<file path="src/rtl/csa_pipe_adder.sv">
// Two-stage pipelined carry-select adder/subtractor with valid/ready handshake.
// Optional sticky overflow flag when CSA_OVF_STICKY_EN is defined.

module csa_slice #(
  parameter int BLOCK = 4
) (
  input  logic [BLOCK-1:0] a,
  input  logic [BLOCK-1:0] b,
  output logic [BLOCK-1:0] s0,
  output logic [BLOCK-1:0] s1,
  output logic             c0,
  output logic             c1
);
  assign {c0, s0} = {1'b0, a} + {1'b0, b};
  assign {c1, s1} = {1'b0, a} + {1'b0, b} + {{BLOCK{1'b0}}, 1'b1};
endmodule

module csa_pipe_adder #(
  parameter int WIDTH = 16,
  parameter int BLOCK = 4
) (
  input  logic             clk,
  input  logic             rst_n,
  input  logic             in_valid,
  output logic             in_ready,
  input  logic [WIDTH-1:0] a,
  input  logic [WIDTH-1:0] b,
  input  logic             cin,
  input  logic             sub,
  output logic             out_valid,
  input  logic             out_ready,
  output logic [WIDTH-1:0] sum,
  output logic             cout,
  output logic             ovf
`ifdef CSA_OVF_STICKY_EN
  ,
  input  logic             ovf_clr,
  output logic             ovf_sticky
`endif
);
  localparam int NBLK   = WIDTH / BLOCK;
  localparam int STAGES = 2;

  if (WIDTH < 4 || WIDTH > 32 || (WIDTH % BLOCK) != 0) begin : g_bad_cfg
    $error("csa_pipe_adder: WIDTH must be 4..32 and a multiple of BLOCK");
  end

  logic [STAGES:1] vld_pipe;
  logic            en1, en2;

  assign out_valid = vld_pipe[2];
  assign en2       = !vld_pipe[2] || out_ready;
  assign en1       = en2 || !vld_pipe[1];
  assign in_ready  = en1;

  // Stage 1: both carry-in hypotheses for every slice
  logic [WIDTH-1:0]            beff;
  logic                        ceff;
  logic [NBLK-1:0][BLOCK-1:0]  ps0, ps1;
  logic [NBLK-1:0]             pc0, pc1;

  assign beff = sub ? ~b : b;
  assign ceff = sub ? 1'b1 : cin;

  csa_slice #(.BLOCK(BLOCK)) u_slice [NBLK-1:0] (
    .a  (a),
    .b  (beff),
    .s0 (ps0),
    .s1 (ps1),
    .c0 (pc0),
    .c1 (pc1)
  );

  logic [NBLK-1:0][BLOCK-1:0] s1_s0, s1_s1;
  logic [NBLK-1:0]            s1_c0, s1_c1;
  logic                       s1_cin, s1_as, s1_bs;

  always_ff @(posedge clk) begin
    if (en1 && in_valid) begin
      s1_s0  <= ps0;
      s1_s1  <= ps1;
      s1_c0  <= pc0;
      s1_c1  <= pc1;
      s1_cin <= ceff;
      s1_as  <= a[WIDTH-1];
      s1_bs  <= beff[WIDTH-1];
    end
  end

  // Stage 2: ripple the block carry LSB-first and pick each slice
  logic [NBLK:0]      bc;
  logic [WIDTH-1:0]   sum_n;
  logic               ovf_n;

  always_comb begin
    bc    = '0;
    sum_n = '0;
    bc[0] = s1_cin;
    for (int i = 0; i < NBLK; i++) begin
      sum_n[i*BLOCK +: BLOCK] = bc[i] ? s1_s1[i] : s1_s0[i];
      bc[i+1]                 = bc[i] ? s1_c1[i] : s1_c0[i];
    end
    ovf_n = (s1_as == s1_bs) && (sum_n[WIDTH-1] != s1_as);
  end

  always_ff @(posedge clk or negedge rst_n) begin
    if (!rst_n) begin
      vld_pipe <= '0;
    end else begin
      if (en1) vld_pipe[1] <= in_valid;
      if (en2) vld_pipe[2] <= vld_pipe[1];
    end
  end

  always_ff @(posedge clk or negedge rst_n) begin
    if (!rst_n) begin
      sum  <= '0;
      cout <= 1'b0;
      ovf  <= 1'b0;
    end else if (en2 && vld_pipe[1]) begin
      sum  <= sum_n;
      cout <= bc[NBLK];
      ovf  <= ovf_n;
    end
  end

`ifdef CSA_OVF_STICKY_EN
  // Set has priority over clear so a same-cycle overflow is never lost
  always_ff @(posedge clk or negedge rst_n) begin
    if (!rst_n)                          ovf_sticky <= 1'b0;
    else if (out_valid && out_ready && ovf) ovf_sticky <= 1'b1;
    else if (ovf_clr)                    ovf_sticky <= 1'b0;
  end
`endif

endmodule

</file>
<file path="config.mk">
export PLATFORM = sky130hd
export DESIGN_NAME = csa_pipe_adder
export DESIGN_NICKNAME = d
export VERILOG_FILES = /design/src/rtl/csa_pipe_adder.sv
export SDC_FILE = /design/constraint.sdc
export NUM_CORES = 1
export LEC_CHECK = 0
export CAP_MARGIN = 15
export CORE_UTILIZATION = 40
export DETAILED_ROUTE_END_ITERATION = 8
export PLACE_DENSITY = 0.73
export SLEW_MARGIN = 20
export SYNTH_ARGS = -nofsm -noshare
export SYNTH_HDL_FRONTEND = slang
export SYNTH_HIERARCHICAL = 1
export SYNTH_SLANG_ARGS = --single-unit
</file>
<file path="constraint.sdc">
create_clock -name clk -period 4.6 [get_ports clk]
set_input_delay 0.46 -clock clk [delete_from_list [all_inputs] [get_ports clk]]
set_output_delay 0.46 -clock clk [all_outputs]
set_load 0.01 [all_outputs]
</file>
---- Yosys cells after proc, flatten, opt, wreduce, memory -nomap -nowiden ----
Cells that the tools add are included.
storage, ports and cells
  input bits .............................. 38
  output and inout port bits .............. 20
  register bits ........................... 63
  word-level logic and storage cells ...... 45
cells by class
  muxes and demuxes ....................... 9
  equal/unequal tests ..................... 2
  add/sub/neg operators ................... 8
  reduce and logical (&&, ||, !) cells .... 7
  bitwise logic cells ..................... 1
operators by type and width
  kind                                                            count
  4-bit by 4-bit adder with 5-bit output                          4
  5-bit by 1-bit adder with 5-bit output (second input constant)  4
  16-bit 2-to-1 mux                                               1
  4-bit 2-to-1 mux                                                4
  16-bit NOT                                                      1
  1-bit 2-to-1 mux                                                4
  1-bit logical AND                                               3
  1-bit zero test                                                 2
  1-bit logical OR                                                2
  1-bit == test                                                   1
  1-bit != test                                                   1

---- Longest topological paths before layout ----
Gate-level depths: netlist (run 1).
  word-level depth ........................ 6
  gate-level depth with buffers ........... 9
  depth with buffers taken out ............ 7

---- By module ----
Netlist (run 1), hierarchy kept.
by module, submodules not included
  module          times used  area each (µm²)  seq. area each (µm²)  cells each
  csa_pipe_adder  1           2511.2           1791.7                163
  csa_slice       4           195.2            0.0                   20

---- Worst setup path before layout (run 1) ----
Ideal clock, no wire load.
  path kind ............................... in2reg
  from .................................... in sub
  to ...................................... reg s1_c1[2] (data pin)
  slack ................................... 1614 ps
  data required time ...................... 4342 ps
  library setup time ...................... 258 ps
  cell stages on the path ................. 9
  path buffers ............................ 2
  arrival time ............................ 2729 ps
  path through ............................ clkbuf_1 > clkbuf_1 > xor2_1 > ha_1 > fa_1 > ha_1 > nand3_1 > mux2_2 > xnor2_1
RTL lines
  item                    line  text
  start: declaration      29    input logic sub,
  end signal: assignment  83    s1_c1 <= pc1;
  end: declaration        75    logic [NBLK-1:0] s1_c0, s1_c1;

==> results of run 1 <==
## cells by family after synthesis
logic type      share of synthesized area, %
mux                                     8.29
compound gates                          7.83
xor+xnor                                10.5
flops                                   54.4
fa+ha+maj                               10.0
simple gates                            7.56
buf+inv                                 1.37
## cell type report
cell class                      count  area share (%)
Inverter                            4           0.362
Timing Repair Buffer               58            14.0
Tap cell                          102            3.08
Multi-Input combinational cell    170            35.2
Clock buffer                       15            4.02
Clock inverter                      1           0.121
Sequential cell                    63            43.2
## through the flow
stage / setup WS [ns] / utilization [%] / total power [W] / std cells / instance area [sq um]
6_report: 1.63 / 52.8 / 0.00168 / 413 / 4140
5_1_grt: 1.47 / 52.8 / 0.00178 / 413 / 4140
4_1_cts: 1.58 / 52.8 / 0.00170 / 413 / 4140
3_5_place_dp: 1.22 / 50.6 / 0.00128 / 397 / 3970
3_3_place_gp: 1.30 / 50.6 / 0.00127 / 397 / 3970
2_1_floorplan: 1.61 / - / 0.00109 / 243 / 3290
## per-layer routing
layer	wire length (um)	up-vias
met5	0	-
met4	139	0
met3	245	12
met2	2610	53
met1	2220	936
li1	-	1002
## final timing paths
kind / startpoint / cells after the start / to / slack [ns]
max: sub / 9 / s1_c1[0] / 1.63
max in group asynchronous: rst_n / 1 / sum[10] / 3.36
min: sum[1] / 2 / sum[1] / 0.48
min in group asynchronous: rst_n / 1 / sum[1] / 0.66
max reg2reg: s1_cin / 5 / sum[13] / 2.23
min reg2reg: sum[1] / 2 / sum[1] / 0.48
## synthesized netlist by cell type (all sizes together), types with 7 or more instances
library cell and instances:
mux2i 19, a21o 12, xnor2 12, o21ai 18, nand3b 7, edfxtp 43, ha 20, nand2 20
dfrtp 20, nand3 10, xor2 24
## layout by cell type (no fill, tap or decap), types with 2 or more instances in the layout
cell | synthesis | routed
fa_1 | 4 | 4
clkdlybuf4s50_1 | 0 | 57
xnor2_1 | 12 | 12
nor2_1 | 2 | 2
o21ai_1 | 5 | 5
edfxtp_1 | 43 | 43
inv_1 | 4 | 4
nand2b_1 | 3 | 3
nand3_1 | 10 | 10
nand3b_1 | 7 | 7
o21ai_0 | 13 | 13
nand2_1 | 20 | 19
a21oi_1 | 5 | 5
mux2_2 | 4 | 4
clkbuf_1 | 5 | 4
dfrtp_1 | 20 | 20
a21o_1 | 8 | 8
a21o_2 | 4 | 4
ha_1 | 20 | 20
mux2i_1 | 16 | 16
mux2i_4 | 3 | 3
xor2_1 | 20 | 20
clkbuf_8 | 0 | 11
xor2_2 | 4 | 4
## state kept, by name, indices dropped and copies added, names as in the netlist
register	cells
s1_bs	1
ovf	1
s1_cin	1
s1_c1	4
s1_s0	16
s1_as	1
s1_s1	16
sum	16
cout	1
vld_pipe	2
s1_c0	4
## power breakdown
part | switching [W] | internal [W] | total (W)
logic | 0.000219 | 0.000253 | 0.000473
registers | 0.0000499 | 0.000744 | 0.000793
clock network | 0.000189 | 0.000225 | 0.000413
## critical path, cell delays in order
cell	delay, ns
clkdlybuf4s50_1	0.77
buf_4	0.29
xor2_1	0.09
ha_1	0.21
fa_1	0.52
ha_1	0.23
nand3b_1	0.09
mux2_2	0.27
xnor2_1	0.12
==> impl_results.md, run 1 <==
* Synth Cell Area at roughly 3300 sq um
* Post-synth top area cell: edfxtp_1
* Unrepaired setup endpoints after global routing: no
* Multi-input gate area at approximately 1500 sq um
* Wirelength, routed at between 5 and 6 mm
* Crit-path max FO at 9
* Slew @ Worst Pin at 0.960 ns
* Grt ovf at 0
* Startpoint types: primary input
* GR Util met2 at a little under a quarter
* Layout Skew at 0.00335 ns
* CTS Buf Count at 9
* Global-route wire length before repair at 8.88 mm
* Initial DRC count at 40
* Most used DFF post-synth: edfxtp_1
* Placer Congestion at about 0.75
* Fillers at about 700
* Final period utilization at between 60% and 70%
* Async S/R FF share, synth at a little under a third
* DR WL/cell at 12.6 um
* Register area at 1790 sq um
* DRC viols at 0
* H-tree levels at 3
* Sequential share of the synthesized area at 54.4%
* Cell Pwr Density at a little over 400 nW/um^2
* Rows at 32
* Share of cells above drive strength 1 at between 10% and 20%
* Largest net degree at the start of global routing at 44
* Hold Path Class: reg -> reg
* Clock Root Buffer: clkbuf_8
* Initial antenna violation count at 0
* Required @ worst endpoint at 4.69 ns
* Final setup fails at 0
* Setup CP Type: in -> reg
* Gr busiest metal: met2
* Leak at 1.67 nW
* EDFF count, synth at 43
* Area share of the largest cell type after synthesis at ~39%
* Met1 Usage GRT at between 15 and 20%
* Clk_lat worst skew at roughly 0.33 ns
* Area grow syn2layout at 25.8%
* Gr usage total at between 10% and 20%
* Chip height at between 90 and 100 um
* CTS Sinks at between 60 and 70
* # hold bufs at CTS at 0
* Run status: completed
* Max frequency at 0.337 GHz
* Post-DP HPWL at slightly below 4 mm
* Clk slew on worst S/H paths at 0.06 ns
* Hold slack at about 0.48 ns
* Post_cts resized at 0
* Initial Utilization at 41.9%
* TritonCTS clock tree: built
* Nature of the critical path endpoint: flip-flop
* Die Width at 92.7 um
* Distinct cells, synth at 32
* Synth Warn # at 6
* Syn Nets at just over 300
* First-pass DRT Iterations at 4
* Die Area at between 8000 and 9000 sq um
* Postcts setup bufs at 0
* Vias per cell at 4.85
* Setup tns final at 0 ns
* Hold Vio Cnt, Final at 0
* Register bit total from synthesis at 63
* Largest cells by area after synthesis: edfxtp_1, dfrtp_1, ha_1
* Max-cap violations at 0
* Post-synthesis cell count at between 200 and 250
* Routed Antenna Nets at 0
* Nets at around 370
* Slew Limit Headroom at 36.0%
* ANT cells at 0
* Fin. max-slew vios at 0
* # port buffers at between 50 and 60
* Number of global-route vias before repair at 1989
* Core area at 7850 sq um
* DR vias at roughly 2000
* Top Ports at 58
* Synthesized area per cell at about 14 sq um
* Clock Path Buffers at 2
* Met3 GRT Util at under 10%
* Peak supply drop at approximately 0.00012 V
* Worst EP arrival at slightly above 3 ns
* Min cycle time layout at a little under 3 ns
Power figures use the tool's default switching activity.
==> inputs of run 2 (changes only) <==
==> constraint.sdc (replaced) <==
create_clock -name clk -period 2.8 [get_ports clk]
set_input_delay 0.28 -clock clk [delete_from_list [all_inputs] [get_ports clk]]
set_output_delay 0.28 -clock clk [all_outputs]
set_load 0.01 [all_outputs]
==> run 2 against run 1 <==
Worst hold slack lost 0.032 ns. Via count is 1.2% higher. Combinational power grew 71%. Global-route usage rose by 0.54 points. Register-to-register slack got worse by 1.8 ns. Setup slack got worse by 1.3 ns. Design area increased by 1.9%. Non-clock buffer count is 7 higher. Critical endpoint unchanged. Highest routed layer unchanged.
==> impl_results.md, run 2 (synthesized netlist as in run 1, its figures left out) <==
* Share of cells above drive strength 1 at 12.6%
* Setup tns final at 0 ns
* Core area at ~7800 sq um
* Placed Cells at between 400 and 500
* Crit Reg-Reg Endpoint: sum[12]
* Required @ worst endpoint at ~2.9 ns
* Non-filler cells in the finished layout at between 400 and 500
* Multi-input gate area at roughly 1500 sq um
* Commonest non-fill, non-tap cell in the layout: clkdlybuf4s50_1
* Peak supply drop at around 0.00026 V
* Rows at 32
* Routed Antenna Nets at 0
* Grt ovf at 0
* Cell Pwr Density at between 600 and 700 nW/um^2
* Final Cell Area at around 4200 sq um
* DR vias at slightly above 2000
* TritonCTS clock tree: built
* Largest net degree at the start of global routing at 24
* DR WL/cell at around 13 um
* Wirelength, routed at 5.29 mm
* Reg2Reg Setup Slack at between 0.4 and 0.5 ns
* Nature of the critical path endpoint: flip-flop
* Leak at between 1.5 and 2 nW
* # port buffers at 57
* R2R depth at 5
* Area grow syn2layout at 28.2%
* Run status: completed
* Layout Skew at about 0.0054 ns
* Hold Path Class: in -> async
* CTS Sinks at between 60 and 70
* Largest registers: s1_s0: 16 flops, s1_s1: 16 flops, sum: 16 flops
* Commonest non-fill, non-tap cells in the layout: clkdlybuf4s50_1, edfxtp_1
* Startpoint types: primary input
* Clock Root Buffer: clkbuf_8
* Clk_lat worst skew at around 0.33 ns
* CTS Buf Count at 9
* Die Width at 92.7 um
* Cell Area, Placed at between 4000 and 5000 sq um
* Placer Congestion at ~0.74
* Setup CP Type: in -> reg
* Min cycle time layout at 2.45 ns
* Top Ports at slightly below 60
* First-pass DRT Iterations at 4
* Vias per cell at approximately 4.8
* Hold Vio Cnt, Final at 0
* ANT cells at 0
* Unrepaired setup endpoints after global routing: no
* Fin. max-slew vios at 0
* Global-route wire length before repair at 9.11 mm
* Final period utilization at approximately 88%
* Max frequency at 0.408 GHz
* Chip height at between 90 and 100 um
* R2r startpoint: s1_cin
* Register area at 1790 sq um
* Post-DP HPWL at approximately 4 mm
* Number of global-route vias before repair at between 2000 and 2500
* Crit-path max FO at 17
* Die Area at 8600 sq um
* Initial DRC count at 25
* Nets at 375
* DRC viols at 0
* Worst EP arrival at ~2.5 ns
* Slew Limit Headroom at roughly 57%
* Initial Utilization at a little over two fifths
* Clk slew on worst S/H paths at around 0.06 ns
* Initial antenna violation count at 0
* H-tree levels at 3
* Final setup fails at 0
* Max-cap violations at 0
* Slew @ Worst Pin at 0.639 ns
* Clock Path Buffers at 2
* Gr usage total at approximately 14%
* Fillers at ~700
[run 2: changes by cell type in the layout (fill, tap and decap cells not counted), sizes merged]
cell	before	now
buf	1	8
clkdlybuf4s50	57	56
clkinv	1	0
dlygate4sd3	0	1
[run 2: cell type report]
class / instances / share of cell area, %
Inverter: 4 / 0.356
Multi-Input combinational cell: 170 / 34.5
Tap cell: 102 / 3.02
Timing Repair Buffer: 65 / 15.5
Clock buffer: 15 / 4.18
Sequential cell: 63 / 42.5
[run 2: worst max path at each step]
stage,start,endpoint,slack [ns],cells past startpoint
after floorplan,sub,s1_c1[2],0.17,9
after global placement,sub,s1_c1[0],0.06,9
after detailed placement,sub,s1_c1[3],0.01,9
after CTS,sub,s1_c1[0],0.38,9
after global routing,sub,s1_c1[0],0.24,9
final,sub,s1_c1[0],0.35,9
[run 2: timing repair]
action	4_1_cts	5_1_grt
buffers inserted	0	0
gates resized for setup	0	0
endpoints found under the hold margin	0	20
hold buffers	0	1
[run 2: critical path, stage by stage]
cell	delay, ns
clkdlybuf4s50_1	0.44
buf_12	0.18
xor2_1	0.17
ha_1	0.21
fa_1	0.53
ha_1	0.24
nand3b_1	0.09
mux2_2	0.27
xnor2_1	0.12
[run 2: layer usage]
layer	wire length (um)	vias to the layer above	GRT usage, %
met3	219	12	3.61
met2	2730	45	24.6
met1	2220	954	15.8
met5	0	-	0
met4	119	0	8.85
li1	-	1016	-
[run 2: report_power, final]
group          leakage [nW]  internal, W  switching (W)
clock network        0.0898     0.000390       0.000303
registers             0.657      0.00122      0.0000815
logic                 0.970     0.000443       0.000368
total                  1.72      0.00205       0.000752
[run 2: stage by stage]
stage          worst slack, ns  utilization [%]  power (W)  hold slack, ns
6_report                 0.348             53.8    0.00281           0.447
2_1_floorplan            0.172                -    0.00180         -0.0156
3_3_place_gp            0.0641             51.5    0.00212           0.464
5_1_grt                  0.243             53.8    0.00298           0.488
4_1_cts                  0.377             53.7    0.00284           0.487
3_5_place_dp            0.0125             51.5    0.00214           0.474
==> inputs of run 3 (changes only) <==
--- a/config.mk
+++ b/config.mk
@@ -7,6 +7,7 @@
 export LEC_CHECK = 0
 export CAP_MARGIN = 15
 export CORE_UTILIZATION = 40
+export CTS_BUF_LIST = sky130_fd_sc_hd__clkbuf_8
 export DETAILED_ROUTE_END_ITERATION = 8
 export PLACE_DENSITY = 0.73
 export SLEW_MARGIN = 20
==> constraint.sdc (replaced) <==
create_clock -name clk -period 3 [get_ports clk]
set_input_delay 0.3 -clock clk [delete_from_list [all_inputs] [get_ports clk]]
set_output_delay 0.3 -clock clk [all_outputs]
set_load 0.01 [all_outputs]
==> run 3 against run 2 <==
Worst hold slack gained 0.034 ns. Global-route usage shrank 0.91 points. Die area is the same. Combinational power shrank 10%. Sequential cell count is the same. Utilization shrank 0.94 points. Count of clock-buffer cells in the layout shrank 6. Register-to-register slack gained 0.21 ns. Non-clock buffer count shrank 5. Critical path type unchanged. Largest cell class unchanged. Highest routed layer unchanged.
==> impl_results.md, run 3 (synthesized netlist as in run 1, its figures left out) <==
* First-pass DRT Iterations at 4
* TritonCTS clock tree: built
* Final period utilization at 82.1%
* Rows at 32
* Share of cells above drive strength 1 at about 10%
* # port buffers at 57
* H-tree levels at 3
* Min cycle time layout at between 2 and 2.5 ns
* Hold slack at 0.481 ns
* Postcts setup bufs at 0
* Fillers at 694
* Wirelength, routed at 5.04 mm
* Gr usage total at roughly an eighth
* Clk slew on worst S/H paths at 0.07 ns
* Die Width at approximately 90 um
* Slew Limit Headroom at between 30% and 40%
* Nets at 370
* Post_cts resized at 0
* Core area at a little under 8000 sq um
* # hold bufs at CTS at 0
* Register area at approximately 1800 sq um
* Max frequency at 0.406 GHz
* Max-cap violations at 0
* Fin. max-slew vios at 0
* Chip height at about 93 um
* Initial antenna violation count at 0
* Crit-path max FO at 17
* Hold Path Class: in -> async
* CTS Buf Count at 9
* Largest registers: s1_s0: 16 flops, s1_s1: 16 flops, sum: 16 flops
* Largest net degree at the start of global routing at 44
* DRC viols at 0
* ANT cells at 0
* Vias per cell at around 4.8
* CP Launch Point: sub
* Routed Antenna Nets at 0
* Cell Pwr Density at just over 600 nW/um^2
* Top Ports at between 50 and 60
* Placer Congestion at between 0.7 and 0.8
* Required @ worst endpoint at between 3 and 4 ns
* Nature of the critical path endpoint: flip-flop
* Setup CP Type: in -> reg
* Clock Root Buffer: clkbuf_8
* CTS Sinks at 63
* Setup tns final at 0 ns
* Die Area at between 8000 and 9000 sq um
* DR WL/cell at roughly 12 um
* Hold Vio Cnt, Final at 0
* Commonest non-fill, non-tap cell in the layout: clkdlybuf4s50_1
* Clk_lat worst skew at roughly 0.34 ns
* Initial Utilization at between 40% and 50%
* Layout Skew at a little under 0.008 ns
* Multi-input gate area at 1460 sq um
* Clock Path Buffers at 2
* Area grow syn2layout at 26.0%
* Peak supply drop at 0.000190 V
* Global-route wire length before repair at 8.60 mm
* Grt ovf at 0
* Run status: completed
* Commonest non-fill, non-tap cells in the layout: clkdlybuf4s50_1, edfxtp_1
* DR vias at about 2000
* Worst EP arrival at about 2.6 ns
* Post-DP HPWL at 3.70 mm
* Leak at ~1.7 nW
* Initial DRC count at 75
* Slew @ Worst Pin at 0.930 ns
* Unrepaired setup endpoints after global routing: no
* Startpoint types: primary input
* R2r startpoint: s1_cin
* Final setup fails at 0
* Number of global-route vias before repair at 1937
run 3: report_power, final:
part / switching [W] / internal, W
sequential: 0.0000745 / 0.00114
clock: 0.000291 / 0.000279
combinational: 0.000332 / 0.000393
total: 0.000698 / 0.00181
run 3: cell type report:
cell class              count  share of cell area [%]
flip-flops and latches     63                    43.2
inverters                   4                   0.362
clock inverters             7                   0.634
multi-input cells         170                    35.1
repair buffers             60                    14.6
clock buffers               9                    2.99
well taps                 102                    3.08
run 3: layer usage:
metal  global-route usage (%)  part of all wire (%)  vias to the layer above
met5                        0                     0                        -
met1                     15.2                    45                      913
li1                         -                     -                     1008
met4                     7.31                   2.2                        0
met3                     4.27                   4.5                        9
met2                     22.3                    49                       45
run 3: worst max-delay path, stage by stage:
cell,delay (ns)
clkdlybuf4s50_1,0.44
buf_12,0.18
xor2_1,0.17
ha_1,0.21
fa_1,0.53
ha_1,0.22
nand3_1,0.10
mux2_2,0.28
xnor2_1,0.12
run 3: path summary, 6_finish.rpt:
kind	end	slack, ns	cells after the start
max	s1_c1[0]	0.54	9
min	vld_pipe[2]	0.48	1
max reg2reg	sum[12]	0.66	5
min reg2reg	sum[13]	0.48	2
max in group asynchronous	sum[4]	1.94	1
min in group clk	sum[13]	0.48	2
run 3: per-stage QoR:
step | cell area [sq um] | power, W | utilization (%) | instances | worst slack (ns)
4_1_cts | 4150 | 0.00255 | 52.8 | 415 | 0.546
6_report | 4150 | 0.00251 | 52.8 | 415 | 0.536
2_1_floorplan | 3290 | 0.00168 | - | 243 | 0.174
5_1_grt | 4150 | 0.00267 | 52.8 | 415 | 0.424
3_3_place_gp | 4000 | 0.00195 | 50.9 | 399 | 0.232
3_5_place_dp | 4000 | 0.00197 | 50.9 | 399 | 0.183
